### src/rtl/if_instruction_loader_pkg.sv
// Shared definitions for the instruction loader: FSM encoding and word framing constants.
package if_instruction_loader_pkg;

    typedef enum logic [2:0] {
        ST_IDLE  = 3'd0,
        ST_RECV  = 3'd1,
        ST_WRITE = 3'd2,
        ST_DONE  = 3'd3,
        ST_ERROR = 3'd4
    } state_e;

    localparam int          BYTES_PER_INST    = 4;
    localparam logic [31:0] HALT_INST_DEFAULT = 32'hFFFF_FFFF;

endpackage

### src/rtl/if_loader_word_assembler.sv
// Shifts incoming bytes MSB-first into a word; word_ready flags the byte that completes it.
// The reset port is active-low and asynchronous, matching the top level.
module if_loader_word_assembler
    import if_instruction_loader_pkg::*;
#(
    parameter int NB_INST = 32,
    parameter int NB_BYTE = 8
) (
    input  logic               clk,
    input  logic               reset,
    input  logic               clear,
    input  logic               valid,
    input  logic [NB_BYTE-1:0] data,
    output logic [NB_INST-1:0] word,
    output logic               word_ready
);

    localparam logic [1:0] LAST_BYTE = 2'(BYTES_PER_INST - 1);

    logic [NB_INST-1:0] word_q, word_d;
    logic [1:0]         cnt_q, cnt_d;

    // word already includes the byte being accepted, so the caller can latch it on the completing edge
    always_comb begin
        word       = {word_q[NB_INST-NB_BYTE-1:0], data};
        word_ready = valid && (cnt_q == LAST_BYTE);
        word_d     = word_q;
        cnt_d      = cnt_q;
        if (clear) begin
            word_d = '0;
            cnt_d  = '0;
        end else if (valid) begin
            word_d = word;
            cnt_d  = cnt_q + 2'd1;
        end
    end

    always_ff @(posedge clk or negedge reset) begin
        if (!reset) begin
            word_q <= '0;
            cnt_q  <= '0;
        end else begin
            word_q <= word_d;
            cnt_q  <= cnt_d;
        end
    end

endmodule

### src/rtl/if_instruction_loader.sv
// Byte-stream to instruction-memory writer: assembles 32-bit words and writes them at
// consecutive word addresses until HALT is written or the memory runs out.
module if_instruction_loader
    import if_instruction_loader_pkg::*;
#(
    parameter int                NB_ADDR   = 32,
    parameter int                NB_INST   = 32,
    parameter int                NB_BYTE   = 8,
    parameter int                MEM_DEPTH = 256,
    parameter logic [NB_INST-1:0] HALT_INST = NB_INST'(HALT_INST_DEFAULT)
) (
    input  logic               i_clk,
    input  logic               i_reset,
    input  logic               i_start,
    input  logic               i_rx_valid,
    input  logic [NB_BYTE-1:0] i_rx_data,
    output logic               o_write,
    output logic [NB_INST-1:0] o_instruction,
    output logic [NB_ADDR-1:0] o_address,
    output logic               o_busy,
    output logic               o_done,
    output logic               o_overflow,
    output logic [NB_ADDR-1:0] o_word_count
);

    localparam logic [NB_ADDR-1:0] LAST_ADDR = NB_ADDR'((MEM_DEPTH - 1) * BYTES_PER_INST);
    localparam logic [NB_ADDR-1:0] ADDR_STEP = NB_ADDR'(BYTES_PER_INST);

    state_e             state_q, state_d;
    logic [NB_ADDR-1:0] addr_q, addr_d;
    logic [NB_ADDR-1:0] count_q, count_d;
    logic [NB_ADDR-1:0] waddr_q, waddr_d;
    logic [NB_INST-1:0] inst_q, inst_d;
    logic               write_q, write_d;
    logic               done_q, done_d;
    logic               ovf_q, ovf_d;

    logic               asm_clear, asm_valid, asm_ready;
    logic [NB_INST-1:0] asm_word;

    if_loader_word_assembler #(
        .NB_INST (NB_INST),
        .NB_BYTE (NB_BYTE)
    ) u_asm (
        .clk        (i_clk),
        .reset      (i_reset),
        .clear      (asm_clear),
        .valid      (asm_valid),
        .data       (i_rx_data),
        .word       (asm_word),
        .word_ready (asm_ready)
    );

    always_comb begin
        state_d   = state_q;
        addr_d    = addr_q;
        count_d   = count_q;
        waddr_d   = waddr_q;
        inst_d    = inst_q;
        write_d   = 1'b0;
        done_d    = done_q;
        ovf_d     = ovf_q;
        asm_clear = 1'b0;
        asm_valid = 1'b0;
        case (state_q)
            ST_RECV: begin
                asm_valid = i_rx_valid;
                if (asm_ready) begin
                    state_d = ST_WRITE;
                    write_d = 1'b1;
                    inst_d  = asm_word;
                    waddr_d = addr_q;
                end
            end
            ST_WRITE: begin
                count_d = count_q + 1'b1;
                // HALT takes priority, so a HALT in the last slot still ends cleanly
                if (inst_q == HALT_INST) begin
                    state_d = ST_DONE;
                    done_d  = 1'b1;
                end else if (addr_q == LAST_ADDR) begin
                    state_d = ST_ERROR;
                    ovf_d   = 1'b1;
                end else begin
                    state_d   = ST_RECV;
                    addr_d    = addr_q + ADDR_STEP;
                    asm_valid = i_rx_valid;
                end
            end
            default: begin
                if (i_start) begin
                    state_d   = ST_RECV;
                    addr_d    = '0;
                    count_d   = '0;
                    done_d    = 1'b0;
                    ovf_d     = 1'b0;
                    asm_clear = 1'b1;
                end
            end
        endcase
    end

    always_ff @(posedge i_clk or negedge i_reset) begin
        if (!i_reset) begin
            state_q <= ST_IDLE;
            addr_q  <= '0;
            count_q <= '0;
            waddr_q <= '0;
            inst_q  <= '0;
            write_q <= 1'b0;
            done_q  <= 1'b0;
            ovf_q   <= 1'b0;
        end else begin
            state_q <= state_d;
            addr_q  <= addr_d;
            count_q <= count_d;
            waddr_q <= waddr_d;
            inst_q  <= inst_d;
            write_q <= write_d;
            done_q  <= done_d;
            ovf_q   <= ovf_d;
        end
    end

    assign o_busy        = (state_q == ST_RECV) || (state_q == ST_WRITE);
    assign o_write       = write_q;
    assign o_instruction = inst_q;
    assign o_address     = waddr_q;
    assign o_done        = done_q;
    assign o_overflow    = ovf_q;
    assign o_word_count  = count_q;

endmodule

### config.mk
export PLATFORM = sky130hd
export DESIGN_NAME = if_instruction_loader
export DESIGN_NICKNAME = d
export VERILOG_FILES = /design/src/rtl/if_instruction_loader_pkg.sv /design/src/rtl/if_loader_word_assembler.sv /design/src/rtl/if_instruction_loader.sv
export SDC_FILE = /design/constraint.sdc
export NUM_CORES = 1
export LEC_CHECK = 0
export CAP_MARGIN = 20
export CELL_PAD_IN_SITES_DETAIL_PLACEMENT = 1
export CELL_PAD_IN_SITES_GLOBAL_PLACEMENT = 1
export CORE_ASPECT_RATIO = 0.6
export CORE_MARGIN = 1
export CORE_UTILIZATION = 30
export DETAILED_ROUTE_END_ITERATION = 8
export GPL_ROUTABILITY_DRIVEN = 1
export PLACE_DENSITY_LB_ADDON = 0.1
export SETUP_SLACK_MARGIN = 0.3
export SKIP_LAST_GASP = 1
export SLEW_MARGIN = 20
export SYNTH_ARGS = -nofsm -noshare
export SYNTH_HDL_FRONTEND = slang
export SYNTH_SLANG_ARGS = --single-unit
### constraint.sdc
create_clock -name i_clk -period 2.8 [get_ports i_clk]
set_clock_uncertainty 0.05 [all_clocks]
set_input_delay 0.56 -clock i_clk [delete_from_list [all_inputs] [get_ports i_clk]]
set_output_delay 0.56 -clock i_clk [all_outputs]
set_load 0.005 [all_outputs]
======== Word level (Yosys, flattened, before mapping) ========
Index checks and enable logic that the tools add are counted.
operators by class
  add/subtract/negate cells ............... 3
  equality and inequality tests ........... 10
  $mul .................................... 0
  multiplexer cells ....................... 27
  reductions and logical operators ........ 12
  $lt $le $gt $ge ......................... 0
  bitwise logic cells ..................... 1
  divide/modulo/power cells ............... 0
  shift-type cells ........................ 0
operator list
  operator                                                count
  case mux 32 bit (2 select lines)                        2
  2-to-1 mux 32 bit                                       3
  2-to-1 mux 24 bit                                       2
  adder 32 x 1 -> 32 bit (second input constant)          1
  adder 32 x 3 -> 32 bit (second input constant)          1
  equality test 32 x 10 -> 1 bit (second input constant)  1
  equality test 32 bit (second input constant)            1
  2-to-1 mux 3 bit                                        4
  2-to-1 mux 1 bit                                        10
  != test 2 bit (second input constant)                   5
  AND reduction 4 bit                                     2
  case mux 1 bit (2 select lines)                         3
  case mux 3 bit (2 select lines)                         1
  AND reduction 2 bit                                     3
  2-to-1 mux 2 bit                                        2
  nonzero test 2 bit                                      2
  equality test 3 x 1 -> 1 bit (second input constant)    1
  equality test 3 x 2 -> 1 bit (second input constant)    1
  AND reduction 3 bit                                     1
  nonzero test 3 bit                                      1
  adder 2 x 1 -> 2 bit (second input constant)            1
  equality test 2 bit (second input constant)             1
  OR reduction 2 bit                                      1
  logical AND 1 bit                                       1
  other kinds (2)                                         2
storage, ports and cells
  output and inout bits ................... 100
  ROM bits ................................ 0
  bits in registers ....................... 160
  RAM bits ................................ 0
  memories ................................ 0
  logic and storage cells ................. 63
  latch bits .............................. 0
  bits of input ports ..................... 12

======== Longest topological paths before layout ========
Gate-level depths: netlist (run 1).
  depth after elaboration ................. 7
  gate-level depth with buffers ........... 9
  gate-level depth less buffers ........... 7

======== Hierarchy ========
Synthesis (run 1) repeated with hierarchy kept, for this count alone.
unflattened totals
  cells, all modules ...................... 642
  area, all modules ....................... 7257.0 µm²
modules (own cells, without submodules)
  module                    instances  cells an instance  area each (µm²)
  if_instruction_loader     1          548                6103.4
  if_loader_word_assembler  1          94                 1153.6

======== Least setup slack after synthesis (run 1) ========
Ideal clock, no wire load.
  path kind ............................... register to register
  start ................................... register addr_q[2]
  end ..................................... register addr_q[21]
  cell stages (with the launch flop) ...... 10
  setup time .............................. 0.119 ns
  arrival ................................. 1.905 ns
  required time ........................... 2.631 ns
  setup slack ............................. 0.726 ns
  clock period less this slack ............ 2.074 ns
  cells stage by stage .................... dfrtp_1 > ha_1 > nor4b_2 > nand4_1 > or3_4 > a21oi_4 > buf_6 > buf_6 > nor4_1 > o21a_1
on the way
  longest elaborated chain between the ends .. 4
  elaborated cells on any way between the ends .. 7
  those cells by class .................... add/sub: 1; eq/ne: 2; mux: 3; reduce/logical: 1
ends and longest elaborated chain
  item                              RTL line                      source
  start: declaration                if_instruction_loader.sv:30   logic [NB_ADDR-1:0] addr_q, addr_d;
  start signal: assignment          if_instruction_loader.sv:115  addr_q <= addr_d;
  adder 32 x 3 -> 32 bit            if_instruction_loader.sv:86   addr_d = addr_q + ADDR_STEP;
  2-to-1 mux 32 bit                 if_instruction_loader.sv:81   end else if (addr_q == LAST_ADDR) begin
  2-to-1 mux 32 bit                 if_instruction_loader.sv:78   if (inst_q == HALT_INST) begin
  case mux 32 bit (2 select lines)  if_instruction_loader.sv:65   case (state_q)
Parallel ways exist; a longest one is shown, timed or not. The select of a mux whose other input is x is not followed.
A chain may end at the register's enable or synchronous reset.

======== Worst setup path after layout (run 1) ========
  start ................................... register state_q[0]
  end ..................................... output o_busy
on the way
  longest elaborated chain between the ends .. 2
  elaborated cells on any way between the ends .. 3
  those cells by class .................... eq/ne: 2; reduce/logical: 1
ends and longest elaborated chain
  item                                                                                 RTL line                      source
  start: declaration                                                                   if_instruction_loader.sv:29   state_e state_q, state_d;
  start signal: assignment                                                             if_instruction_loader.sv:114  state_q <= state_d;
  equality test 3 x 1 -> 1 bit / equality test 3 x 2 -> 1 bit (equally long branches)  if_instruction_loader.sv:125  assign o_busy = (state_q == ST_RECV) || (state_q == ST_WRITE);
  logical OR 1 bit (*)                                                                 if_instruction_loader.sv:125
  end: declaration                                                                     if_instruction_loader.sv:20   output logic o_busy,
Every way passes the cells marked *; elsewhere a longest branch is shown, timed or not.

==> results of run 1 <==
-- area by class of cell --
class / instances / area (um2) / share of cell area
inverters: 11 / 41.3 / 0.00442
clock buffers: 21 / 470 / 0.0503
multi-input cells: 574 / 2980 / 0.318
flip-flops and latches: 156 / 3910 / 0.418
repair buffers: 135 / 1390 / 0.149
well taps: 315 / 394 / 0.0422
clock inverters: 11 / 165 / 0.0177
-- metal layers --
| metal | share of wire | track usage | vias to the layer above | wire length, um |
|---|---|---|---|---|
| li1 | - | - | 2892 | - |
| met1 | 0.54 | 0.288 | 3092 | 11800 |
| met2 | 0.42 | 0.260 | 115 | 9160 |
| met3 | 0.040 | 0.0403 | 13 | 873 |
| met4 | 0.0072 | 0.0434 | 0 | 159 |
| met5 | 0 | 0 | - | 0 |
-- cells in the final DEF, fill, tap and decap left out, types with 2 or more instances in the layout --
| cell | instances |
|---|---|
| sky130_fd_sc_hd__dfrtp_1 | 155 |
| sky130_fd_sc_hd__clkbuf_16 | 18 |
| sky130_fd_sc_hd__nand2b_1 | 2 |
| sky130_fd_sc_hd__o31ai_1 | 13 |
| sky130_fd_sc_hd__and3_1 | 8 |
| sky130_fd_sc_hd__inv_1 | 10 |
| sky130_fd_sc_hd__clkdlybuf4s50_1 | 108 |
| sky130_fd_sc_hd__xor2_1 | 21 |
| sky130_fd_sc_hd__or4_1 | 20 |
| sky130_fd_sc_hd__and4_1 | 4 |
| sky130_fd_sc_hd__clkinvlp_4 | 4 |
| sky130_fd_sc_hd__nand4_1 | 30 |
| sky130_fd_sc_hd__or3_1 | 10 |
| sky130_fd_sc_hd__a21oi_1 | 24 |
| sky130_fd_sc_hd__nand3_2 | 2 |
| sky130_fd_sc_hd__nand3_1 | 30 |
| sky130_fd_sc_hd__ha_1 | 4 |
| sky130_fd_sc_hd__clkinv_2 | 3 |
| sky130_fd_sc_hd__a2111oi_4 | 2 |
| sky130_fd_sc_hd__clkbuf_8 | 3 |
| sky130_fd_sc_hd__bufinv_16 | 4 |
| sky130_fd_sc_hd__nor2_1 | 35 |
| sky130_fd_sc_hd__o211ai_1 | 6 |
| sky130_fd_sc_hd__buf_4 | 18 |
| sky130_fd_sc_hd__nor4_1 | 11 |
| sky130_fd_sc_hd__o21ai_0 | 34 |
| sky130_fd_sc_hd__mux2i_1 | 2 |
| sky130_fd_sc_hd__nor3_1 | 3 |
| sky130_fd_sc_hd__and2_1 | 7 |
| sky130_fd_sc_hd__conb_1 | 2 |
| sky130_fd_sc_hd__xnor2_1 | 8 |
| sky130_fd_sc_hd__o21ai_1 | 12 |
| sky130_fd_sc_hd__nand2_1 | 267 |
| sky130_fd_sc_hd__buf_12 | 7 |
| sky130_fd_sc_hd__o21ai_2 | 3 |
-- Yosys cell counts, drive strengths merged, types with 2 or more instances --
cell | count | area, um2
and3 | 8 | 50.1
dfrtp | 156 | 3900
o21ai | 49 | 249
and4 | 6 | 55.1
a21oi | 25 | 136
ha | 4 | 50.1
nand4 | 30 | 188
xor2 | 21 | 184
nand2 | 267 | 1000
mux2i | 2 | 20.0
or4 | 20 | 150
xnor2 | 8 | 70.1
buf | 10 | 83.8
and2 | 7 | 43.8
inv | 11 | 41.3
o31ai | 13 | 97.6
or3 | 11 | 73.8
nor2 | 36 | 135
nand3 | 32 | 170
clkbuf | 31 | 116
nor4 | 11 | 68.8
nand2b | 2 | 12.5
nor3 | 4 | 25.0
a2111oi | 2 | 55.1
o211ai | 6 | 45.0
-- timing repair --
| item | in CTS | in global routing |
|---|---|---|
| endpoints found under the setup margin | 1 | 3 |
| gates cloned | 0 | 1 |
| setup buffers | 0 | 1 |
| resized for setup | 1 | 2 |
-- stage by stage --
stage | utilization | hold slack, ns | power, mW | setup slack, ns
6_report | 0.404 | 0.0887 | 7.39 | 0.375
4_1_cts | 0.402 | 0.107 | 7.48 | 0.347
3_3_place_gp | 0.375 | 0.403 | 4.84 | 0.321
3_5_place_dp | 0.375 | 0.415 | 4.91 | 0.233
5_1_grt | 0.404 | 0.123 | 7.80 | 0.309
2_1_floorplan | - | 0.214 | 3.79 | 0.726
-- worst max path at each step --
| stage | end | cells past startpoint | slack [ns] |
|---|---|---|---|
| 3_3_place_gp | addr_q[19]$_DFFE_PN0P_ | 7 | 0.32 |
| 6_report | o_busy | 3 | 0.38 |
| 3_5_place_dp | addr_q[26]$_DFFE_PN0P_ | 7 | 0.23 |
| 2_1_floorplan | addr_q[21]$_DFFE_PN0P_ | 9 | 0.73 |
| 4_1_cts | o_busy | 3 | 0.35 |
| 5_1_grt | o_busy | 3 | 0.31 |
-- flip-flops by register name, summed over array words and instances (netlist names) --
| register | count |
|---|---|
| o_write | 1 |
| o_word_count | 32 |
| state_q | 3 |
| o_address | 30 |
| u_asm.cnt_q | 2 |
| o_instruction | 32 |
| u_asm.word_q | 24 |
| o_overflow | 1 |
| addr_q | 30 |
| o_done | 1 |
-- where the power goes --
part / leakage [nW] / switching, mW / total, mW / internal [mW]
logic: 1.73 / 0.991 / 1.79 / 0.800
registers: 2.13 / 0.406 / 3.08 / 2.67
clock network: 0.301 / 0.960 / 2.52 / 1.56
-- logic make-up (layout without fill, tap and decap cells) --
| family | after synthesis | after routing | share of synthesized area |
|---|---|---|---|
| simple gates | 437 | 437 | 0.282 |
| flops | 156 | 156 | 0.550 |
| compound gates | 100 | 100 | 0.0876 |
| buf+inv | 52 | 178 | 0.0340 |
| xor+xnor | 29 | 29 | 0.0358 |
| fa+ha+maj | 4 | 4 | 0.00705 |
| mux | 2 | 2 | 0.00282 |
| other cells | 1 | 2 | 0.000528 |
==> qor.log, run 1 <==
qor: outcome.run_status finished clean
qor: placed_design.dp.cells 1189
qor: worst_setup_path.rr_endpoint addr_q[19]$_DFFE_PN0P_
qor: grt.grt_use_total 0.186
qor: routing.avgViaCountPerCell 5.00
qor: synthesis.synth_cell_types 45
qor: layout.num_antenna_cells 0
qor: clocking.tritoncts built
qor: synthesis.synth-seq-area-share 0.550
qor: worst_setup_path.path_delay_family buffers and inverters
qor: worst_setup_path.worst_setup_path_start_kind flip-flop
qor: routing.drt_wl_total 22000 um
qor: grt.vias_in_the_first_global_route 6132
qor: synthesis.syn_area 7100 um2
qor: synthesis.ys_warn_count 0
qor: power.ir_worst_vdd 0.000454 V
qor: sta.min_period 2.42 ns
qor: worst_setup_path.worst-r2r-setup-slack 0.43 ns
qor: layout.post_route_cells_drive_above_1_share 0.0826
qor: placed_design.post_dp_cell_area 8670 um2
qor: flow_run.cap_violations 0
qor: clocking.inserted_clock_buffers 17
qor: power.cellPowerDensity 790 nW/um2
qor: worst_setup_path.critPathMaxStageDelay 0.55 ns
qor: routing.routed_via_count 6112
qor: routing.route.detailed.wl_per_inst 17.9 um
qor: placed_design.place.port_buffers 109
qor: floorplanning.floorplan.die.height 121 um
qor: clocking.h-tree-depth 4
qor: worst_setup_path.cp_max_fo 6
qor: routing.drt_iter0_markers 351
qor: floorplanning.core-area 23100 um2
qor: sta.slew_headroom 0.473
qor: synthesis.post_synth_inst_count 781
qor: worst_setup_path.setup.worst_path.class flip-flop to output port
qor: floorplanning.ioPinCount 112
qor: layout.num-fill-cells 2697
qor: routing.antenna_violating_nets_post_route 0
qor: placed_design.place.detailed.hpwl 15200 um
qor: synthesis.synth_ff_type sky130_fd_sc_hd__dfrtp_1
qor: synthesis.synth.ff_latch_count 156
qor: layout.synthToLayoutAreaGrowth 31.6%
qor: worst_setup_path.worst_ep_arrival_time 1.81 ns
qor: routing.drc_violation_count_after_routing 0
qor: layout.final_design_area_no_fill 9340 um2
qor: sta.drv_slew 0
qor: routing.firstDrtPassIters 5
qor: worst_setup_path.cp-end-kind output port
qor: clocking.clkLatencyLatePin 0.43 ns
qor: sta.max_slew.worst_pin.slew 0.791 ns
qor: synthesis.fraction_of_registers_with_async_set_reset 1.00
qor: synthesis.synth.avg_cell_area 9.09 um2
qor: floorplanning.num_rows 43
qor: floorplanning.die_area 24300 um2
qor: worst_setup_path.chain_of_cells_forming_the_critical_path xnor2_1 > nor2_2 > clkdlybuf4s50_1
qor: synthesis.synth_edf_count 0
qor: grt.grt_max_degree 67
qor: clocking.cts_hold_buffers 0
qor: worst_setup_path.startpoint state_q[0]$_DFFE_PN0P_
qor: floorplanning.floorplan.initialDensity 0.307
qor: placed_design.gp_congestion 0.806
qor: clocking.clk_path_buf_depth 2
qor: min_path.hold_path_class primary input to async pin
qor: layout.finalNetCount 911
qor: sta.setup_violations 0
qor: sta.report.final.hold_viol_count 0
qor: clocking.clkSinkCount 156
qor: clocking.clkSlewWorstSetupHoldPaths 0.06 ns
qor: sta.fin_crit_sh 0.866
qor: grt.grt_pass1_wl 35000 um
qor: sta.rsz0062_at_grt false
qor: worst_setup_path.critical_path_required 2.19 ns
qor: clocking.cts-root-buf sky130_fd_sc_hd__clkbuf_16
qor: worst_setup_path.rr_worst_depth 8
qor: sta.maxClockFrequency 412 MHz
qor: floorplanning.die_width 201 um
qor: layout.finish.cell_count_without_fillers 1223
qor: sta.tns 0 ns
qor: grt.globalRouteOverflowTotal 0
qor: power.static-leakage-power 4.17 nW
qor: worst_setup_path.critPathBufInv 1
qor: worst_setup_path.worst_path_max_delay_cell sky130_fd_sc_hd__clkdlybuf4s50_1
qor: grt.antenna_found_initial 0
qor: worst_setup_path.r2r_start addr_q[3]$_DFFE_PN0P_
Power figures use the tool's default switching activity.
==> run 2: changes to the inputs <==
--- a/config.mk
+++ b/config.mk
@@ -13,8 +13,10 @@
 export CORE_UTILIZATION = 30
 export DETAILED_ROUTE_END_ITERATION = 8
 export GPL_ROUTABILITY_DRIVEN = 1
+export GPL_TIMING_DRIVEN = 0
 export PLACE_DENSITY_LB_ADDON = 0.1
 export SETUP_SLACK_MARGIN = 0.3
+export SKIP_CTS_REPAIR_TIMING = 1
 export SKIP_LAST_GASP = 1
 export SLEW_MARGIN = 20
 export SYNTH_ARGS = -nofsm -noshare
==> qor.log, run 2 (synthesis gave the netlist of run 1 again) <==
qor: placed_design.gp_congestion 0.801 [was 0.806]
qor: floorplanning.num_rows 43 [unchanged]
qor: worst_setup_path.worst_setup_path_start_kind flip-flop [unchanged]
qor: outcome.run_status finished clean [unchanged]
qor: clocking.inserted_clock_buffers 17 [unchanged]
qor: grt.grt_pass1_wl 36600 um [was 35000 um]
qor: grt.grt_use_total 0.199 [was 0.186]
qor: placed_design.place.detailed.hpwl 16400 um [was 15200 um]
qor: sta.drv_slew 0 [unchanged]
qor: worst_setup_path.worst_path_max_delay_cell sky130_fd_sc_hd__nor3_1 [was sky130_fd_sc_hd__clkdlybuf4s50_1]
qor: layout.synthToLayoutAreaGrowth 32.6% [was 31.6%]
qor: layout.layout.cells.most_common_list sky130_fd_sc_hd__nand2_1, sky130_fd_sc_hd__dfrtp_1, sky130_fd_sc_hd__clkdlybuf4s50_1 [unchanged]
qor: routing.drc_violation_count_after_routing 0 [unchanged]
qor: sta.fin_crit_sh 0.876 [was 0.866]
qor: worst_setup_path.cp_max_fo 6 [unchanged]
qor: floorplanning.floorplan.die.height 121 um [unchanged]
qor: flow_run.cap_violations 0 [unchanged]
qor: worst_setup_path.worst_path_most_repeated_cell sky130_fd_sc_hd__nand4_1
qor: clocking.cts-root-buf sky130_fd_sc_hd__clkbuf_16 [unchanged]
qor: power.power_frac_clock 0.334 [was 0.341]
qor: grt.vias_in_the_first_global_route 6144 [was 6132]
qor: worst_setup_path.critPathBufInv 0 [was 1]
qor: grt.grt_max_degree 92 [was 67]
qor: floorplanning.core-area 23100 um2 [unchanged]
qor: sta.setup_violations 0 [unchanged]
qor: grt.globalRouteOverflowTotal 0 [unchanged]
qor: sta.max_slew.worst_pin.slew 0.915 ns [was 0.791 ns]
qor: layout.layout_commonest_cell sky130_fd_sc_hd__nand2_1 [unchanged]
qor: worst_setup_path.cp-end-kind flip-flop [was output port]
qor: clocking.clkSlewWorstSetupHoldPaths 0.06 ns [about the same]
qor: routing.firstDrtPassIters 4 [was 5]
qor: worst_setup_path.chain_of_cells_forming_the_critical_path nand4_1 > nor3_1 > and3_1 > nand4_1 > or4_1 > nand2_1 [was xnor2_1 > nor2_2 > clkdlybuf4s50_1]
qor: layout.num_antenna_cells 0 [unchanged]
qor: power.power.share.switching 0.338 [was 0.319]
qor: worst_setup_path.critPathMaxStageDelay 0.77 ns [was 0.55 ns]
qor: floorplanning.die_width 201 um [unchanged]
qor: floorplanning.floorplan.initialDensity 0.307 [unchanged]
qor: sta.rsz0062_at_grt true [was false]
qor: power.combinational_group_share_of_total_power 0.244 [was 0.242]
qor: routing.drt_wl_total 23000 um [was 22000 um]
qor: routing.route.detailed.wl_per_inst 18.4 um [was 17.9 um]
qor: routing.avgViaCountPerCell 4.89 [was 5.00]
qor: clocking.h-tree-depth 4 [unchanged]
qor: routing.drt_iter0_markers 320 [was 351]
qor: routing.antenna_violating_nets_post_route 0 [unchanged]
qor: layout.finalNetCount 937 [was 911]
qor: power.static-leakage-power 4.19 nW [was 4.17 nW]
qor: min_path.hold_path_class flip-flop to flip-flop [was primary input to async pin]
qor: power.cellPowerDensity 773 nW/um2 [was 790 nW/um2]
qor: floorplanning.ioPinCount 112 [unchanged]
qor: worst_setup_path.path_delay_family simple AND/OR/NAND/NOR gates [was buffers and inverters]
qor: worst_setup_path.critical_path_required 3.12 ns [was 2.19 ns]
qor: clocking.tritoncts built [unchanged]
qor: sta.tns 0 ns [unchanged]
qor: power.seqPwrFrac 0.422 [was 0.416]
qor: sta.maxClockFrequency 408 MHz [was 412 MHz]
qor: sta.fin_worst_hold_slack 0.423 ns [was 0.0887 ns]
qor: power.ir_worst_vdd 0.000435 V [was 0.000454 V]
qor: routing.routed_via_count 6107 [was 6112]
qor: sta.min_period 2.45 ns [was 2.42 ns]
qor: sta.slew_headroom 0.385 [was 0.473]
qor: worst_setup_path.setup.worst_path.class flip-flop to flip-flop [was flip-flop to output port]
qor: placed_design.place.port_buffers 109 [unchanged]
qor: floorplanning.die_area 24300 um2 [unchanged]
qor: sta.report.final.hold_viol_count 0 [unchanged]
qor: clocking.clkLatencyLatePin 0.44 ns [was 0.43 ns]
qor: layout.post_route_cells_drive_above_1_share 0.0867 [was 0.0826]
qor: worst_setup_path.worst_ep_arrival_time 2.78 ns [was 1.81 ns]
qor: power.internal-power 4.82 mW [was 5.03 mW]
qor: power.switching_power 2.46 mW [was 2.36 mW]
qor: clocking.clk_path_buf_depth 2 [unchanged]
qor: clocking.clkSinkCount 156 [unchanged]
qor: grt.antenna_found_initial 0 [unchanged]
[run 2: changes by cell type in the layout (fill, tap and decap cells not counted), sizes merged]
cell / previous run / this run
clkbuf: 22 / 53
bufinv: 4 / 2
dlygate4sd3: 0 / 1
inv: 11 / 13
buf: 26 / 20
[run 2: cell type report]
| type | instances | area (um2) |
|---|---|---|
| inverters | 11 | 41.3 |
| flip-flops and latches | 156 | 3910 |
| clock buffers | 21 | 480 |
| repair buffers | 120 | 1220 |
| well taps | 315 | 394 |
| fillers | 2680 | 13700 |
| multi-input cells | 574 | 3020 |
| plain buffers | 41 | 210 |
| clock inverters | 11 | 134 |
[run 2: layer usage]
layer | vias to the layer above | wire length [um] | GRT usage | share of wire
met2 | 100 | 8890 | 0.252 | 0.39
li1 | 2948 | - | - | -
met3 | 14 | 1140 | 0.0384 | 0.050
met1 | 3045 | 12700 | 0.327 | 0.55
met4 | 0 | 216 | 0.0544 | 0.0094
met5 | - | 0 | 0 | 0
[run 2: power groups by stage]
| stage | clock network, mW | logic (mW) | registers (mW) |
|---|---|---|---|
| floorplan | 0 | 0.800 | 2.99 |
| global placement | 0 | 1.72 | 3.12 |
| detailed placement | 0 | 1.75 | 3.11 |
| CTS | 2.49 | 1.76 | 3.08 |
| global route | 2.57 | 2.01 | 3.15 |
| finish | 2.43 | 1.77 | 3.07 |
[run 2: final timing paths]
kind                                               end  cells after the start  slack [ns]                 startpoint
setup / recovery                addr_q[31]$_DFFE_PN0P_                      6        0.35     addr_q[18]$_DFFE_PN0P_
hold / removal               o_address[22]$_DFFE_PN0P_                      2        0.42  o_address[22]$_DFFE_PN0P_
setup reg to reg                addr_q[31]$_DFFE_PN0P_                      6        0.35     addr_q[18]$_DFFE_PN0P_
hold reg to reg              o_address[22]$_DFFE_PN0P_                      2        0.42  o_address[22]$_DFFE_PN0P_
max in group asynchronous  o_word_count[4]$_DFFE_PN0P_                      4        1.33                    i_reset
min in group asynchronous    o_address[14]$_DFFE_PN0P_                      2        0.43                    i_reset
[run 2: worst register-to-register path, stage by stage, from the launching register on]
cell                      delay (ns)
sky130_fd_sc_hd__dfrtp_1        0.49
sky130_fd_sc_hd__nand4_1        0.16
sky130_fd_sc_hd__nor3_1         0.77
sky130_fd_sc_hd__and3_1         0.31
sky130_fd_sc_hd__nand4_1        0.12
sky130_fd_sc_hd__or4_1          0.42
sky130_fd_sc_hd__nand2_1        0.08
[run 2: metrics by stage]
stage / cells / area (um2) / setup WS, ns / power [mW] / util
floorplan: 782 / 7100 / 0.726 / 3.79 / -
global placement: 1206 / 8590 / -5.80 / 4.84 / 0.371
detailed placement: 1208 / 8650 / -0.334 / 4.87 / 0.374
CTS: 1240 / 9270 / 0.0483 / 7.33 / 0.401
global route: 1249 / 9410 / 0.257 / 7.73 / 0.407
finish: 1249 / 9410 / 0.347 / 7.27 / 0.407
==> run 3: changes to the inputs <==
==> constraint.sdc (replaced) <==
create_clock -name i_clk -period 2.2 [get_ports i_clk]
set_clock_uncertainty 0.05 [all_clocks]
set_input_delay 0.44 -clock i_clk [delete_from_list [all_inputs] [get_ports i_clk]]
set_output_delay 0.44 -clock i_clk [all_outputs]
set_load 0.005 [all_outputs]
==> qor.log, run 3 (synthesis gave the netlist of run 1 again) <==
qor: outcome.run_status finished with violations [was finished clean]
qor: outcome.failed_checks setup timing
qor: power.cellPowerDensity 965 nW/um2 [was 773 nW/um2]
qor: sta.min_period 2.32 ns
qor: layout.final_design_area_no_fill 9780 um2 [was 9410 um2]
qor: layout.layout_commonest_cell sky130_fd_sc_hd__nand2_1 [unchanged]
qor: grt.grt_pass1_wl 36700 um [was 36600 um]
qor: grt.grt_max_degree 86 [was 92]
qor: worst_setup_path.worst_ep_arrival_time 1.83 ns [was 2.78 ns]
qor: worst_setup_path.critPathBufInv 1 [was 0]
qor: routing.routed_via_count 6247 [was 6107]
qor: sta.slew_headroom 0.581 [was 0.385]
qor: placed_design.dp.cells 1208 [unchanged]
qor: routing.drc_violation_count_after_routing 0 [unchanged]
qor: flow_run.cap_violations 0 [unchanged]
qor: routing.firstDrtPassIters 4 [unchanged]
qor: routing.route.detailed.wl_per_inst 18.7 um [was 18.4 um]
qor: routing.drt_wl_total 23500 um [was 23000 um]
qor: clocking.clk_path_buf_depth 2 [unchanged]
qor: worst_setup_path.critPathMaxStageDelay 0.56 ns [was 0.77 ns]
qor: layout.fin_util 0.423 [was 0.407]
qor: sta.report.final.hold_viol_count 0 [unchanged]
qor: floorplanning.floorplan.initialDensity 0.307 [unchanged]
qor: clocking.tritoncts built [unchanged]
qor: routing.avgViaCountPerCell 4.96 [was 4.89]
qor: worst_setup_path.worst_setup_path_start_kind flip-flop [unchanged]
qor: sta.rsz0062_at_grt true [unchanged]
qor: grt.vias_in_the_first_global_route 6135 [was 6144]
qor: grt.antenna_found_initial 0 [unchanged]
qor: clocking.clkLatencyLatePin 0.44 ns [about the same]
qor: layout.num_antenna_cells 0 [unchanged]
qor: clocking.inserted_clock_buffers 17 [unchanged]
qor: grt.globalRouteOverflowTotal 0 [unchanged]
qor: layout.post_route_cells_drive_above_1_share 0.141 [was 0.0867]
qor: floorplanning.floorplan.die.height 121 um [unchanged]
qor: sta.layout_setup_ws -0.124 ns [was 0.347 ns]
qor: worst_setup_path.worst_path_max_delay_cell sky130_fd_sc_hd__clkdlybuf4s50_1 [was sky130_fd_sc_hd__nor3_1]
qor: floorplanning.num_rows 43 [unchanged]
qor: placed_design.gp_congestion 0.791 [was 0.801]
qor: layout.layout.cells.most_common_list sky130_fd_sc_hd__nand2_1, sky130_fd_sc_hd__dfrtp_1, sky130_fd_sc_hd__clkdlybuf4s50_1 [unchanged]
qor: routing.drt_iter0_markers 370 [was 320]
qor: layout.synthToLayoutAreaGrowth 37.7% [was 32.6%]
qor: sta.fin_worst_hold_slack 0.350 ns [was 0.423 ns]
qor: power.ir_worst_vdd 0.000514 V [was 0.000435 V]
qor: placed_design.place.port_buffers 109 [unchanged]
qor: power.static-leakage-power 4.34 nW [was 4.19 nW]
qor: floorplanning.die_area 24300 um2 [unchanged]
qor: placed_design.dp_worst_setup_slack -0.818 ns [was -0.334 ns]
qor: clocking.clkSlewWorstSetupHoldPaths 0.07 ns [was 0.06 ns]
qor: placed_design.post_dp_cell_area 8660 um2 [was 8650 um2]
qor: sta.drv_slew 0 [unchanged]
qor: routing.antenna_violating_nets_post_route 0 [unchanged]
qor: sta.maxClockFrequency 430 MHz
qor: min_path.hold_path_class primary input to async pin [was flip-flop to flip-flop]
qor: grt.grt_use_total 0.198 [was 0.199]
qor: sta.setup_violations 31 [was 0]
qor: layout.finish.cell_count_without_fillers 1260 [was 1249]
qor: worst_setup_path.critical_path_required 1.71 ns [was 3.12 ns]
qor: clocking.cts-root-buf sky130_fd_sc_hd__clkbuf_16 [unchanged]
qor: floorplanning.ioPinCount 112 [unchanged]
qor: worst_setup_path.cp-end-kind output port [was flip-flop]
qor: worst_setup_path.cp_max_fo 6 [unchanged]
qor: layout.finalNetCount 948 [was 937]
qor: sta.fin_crit_sh 1.06
qor: worst_setup_path.setup.worst_path.class flip-flop to output port [was flip-flop to flip-flop]
qor: clocking.clkSinkCount 156 [unchanged]
qor: floorplanning.die_width 201 um [unchanged]
qor: placed_design.place.detailed.hpwl 16300 um [was 16400 um]
qor: worst_setup_path.path_delay_family buffers and inverters [was simple AND/OR/NAND/NOR gates]
qor: floorplanning.core-area 23100 um2 [unchanged]
qor: worst_setup_path.chain_of_cells_forming_the_critical_path xnor2_1 > nor2_1 > clkdlybuf4s50_1 [was nand4_1 > nor3_1 > and3_1 > nand4_1 > or4_1 > nand2_1]
qor: clocking.h-tree-depth 4 [unchanged]
qor: sta.max_slew.worst_pin.slew 0.628 ns [was 0.915 ns]
## run 3: final timing paths
check	from	end	slack [ns]	depth (start not counted)
worst max-delay path	state_q[1]$_DFFE_PN0P_	o_busy	-0.12	3
worst min-delay path	i_reset	o_instruction[27]$_DFFE_PN0P_	0.35	2
worst max register to register	addr_q[3]$_DFFE_PN0P_	addr_q[4]$_DFFE_PN0P_	-0.10	9
worst min register to register	o_address[18]$_DFFE_PN0P_	o_address[18]$_DFFE_PN0P_	0.42	2
max in group asynchronous	i_reset	state_q[1]$_DFFE_PN0P_	0.81	4
min in group i_clk	o_address[18]$_DFFE_PN0P_	o_address[18]$_DFFE_PN0P_	0.42	2
## run 3: area by class of cell
cell class                 instances  area (um2)
multi-input combinational        574        3170
buffer                            41         248
timing repair buffer             131        1380
clock inverter                    10         138
fill                            2642       13400
tap                              315         394
clock buffer                      22         484
sequential                       156        3920
inverter                          11        41.3
## run 3: through the flow
step / power, mW / TNS [ns]
2_1_floorplan: 4.83 / 0
3_3_place_gp: 6.15 / -1068.89
3_5_place_dp: 6.19 / -59.02
4_1_cts: 9.44 / -27.23
5_1_grt: 9.97 / -5.49
6_report: 9.44 / -1.82
## run 3: where the power goes
part	switching, mW	leakage, nW	internal, mW
logic	1.36	1.93	0.957
registers	0.518	2.11	3.40
clock network	1.29	0.302	1.91
total	3.17	4.34	6.26
## run 3: metal layers
metal / wire length [um] / track usage / vias to the layer above
met5: 0 / 0 / -
met4: 261 / 0.0596 / 0
met2: 9140 / 0.255 / 119
li1: - / - / 2965
met1: 13100 / 0.318 / 3145
met3: 1040 / 0.0438 / 18
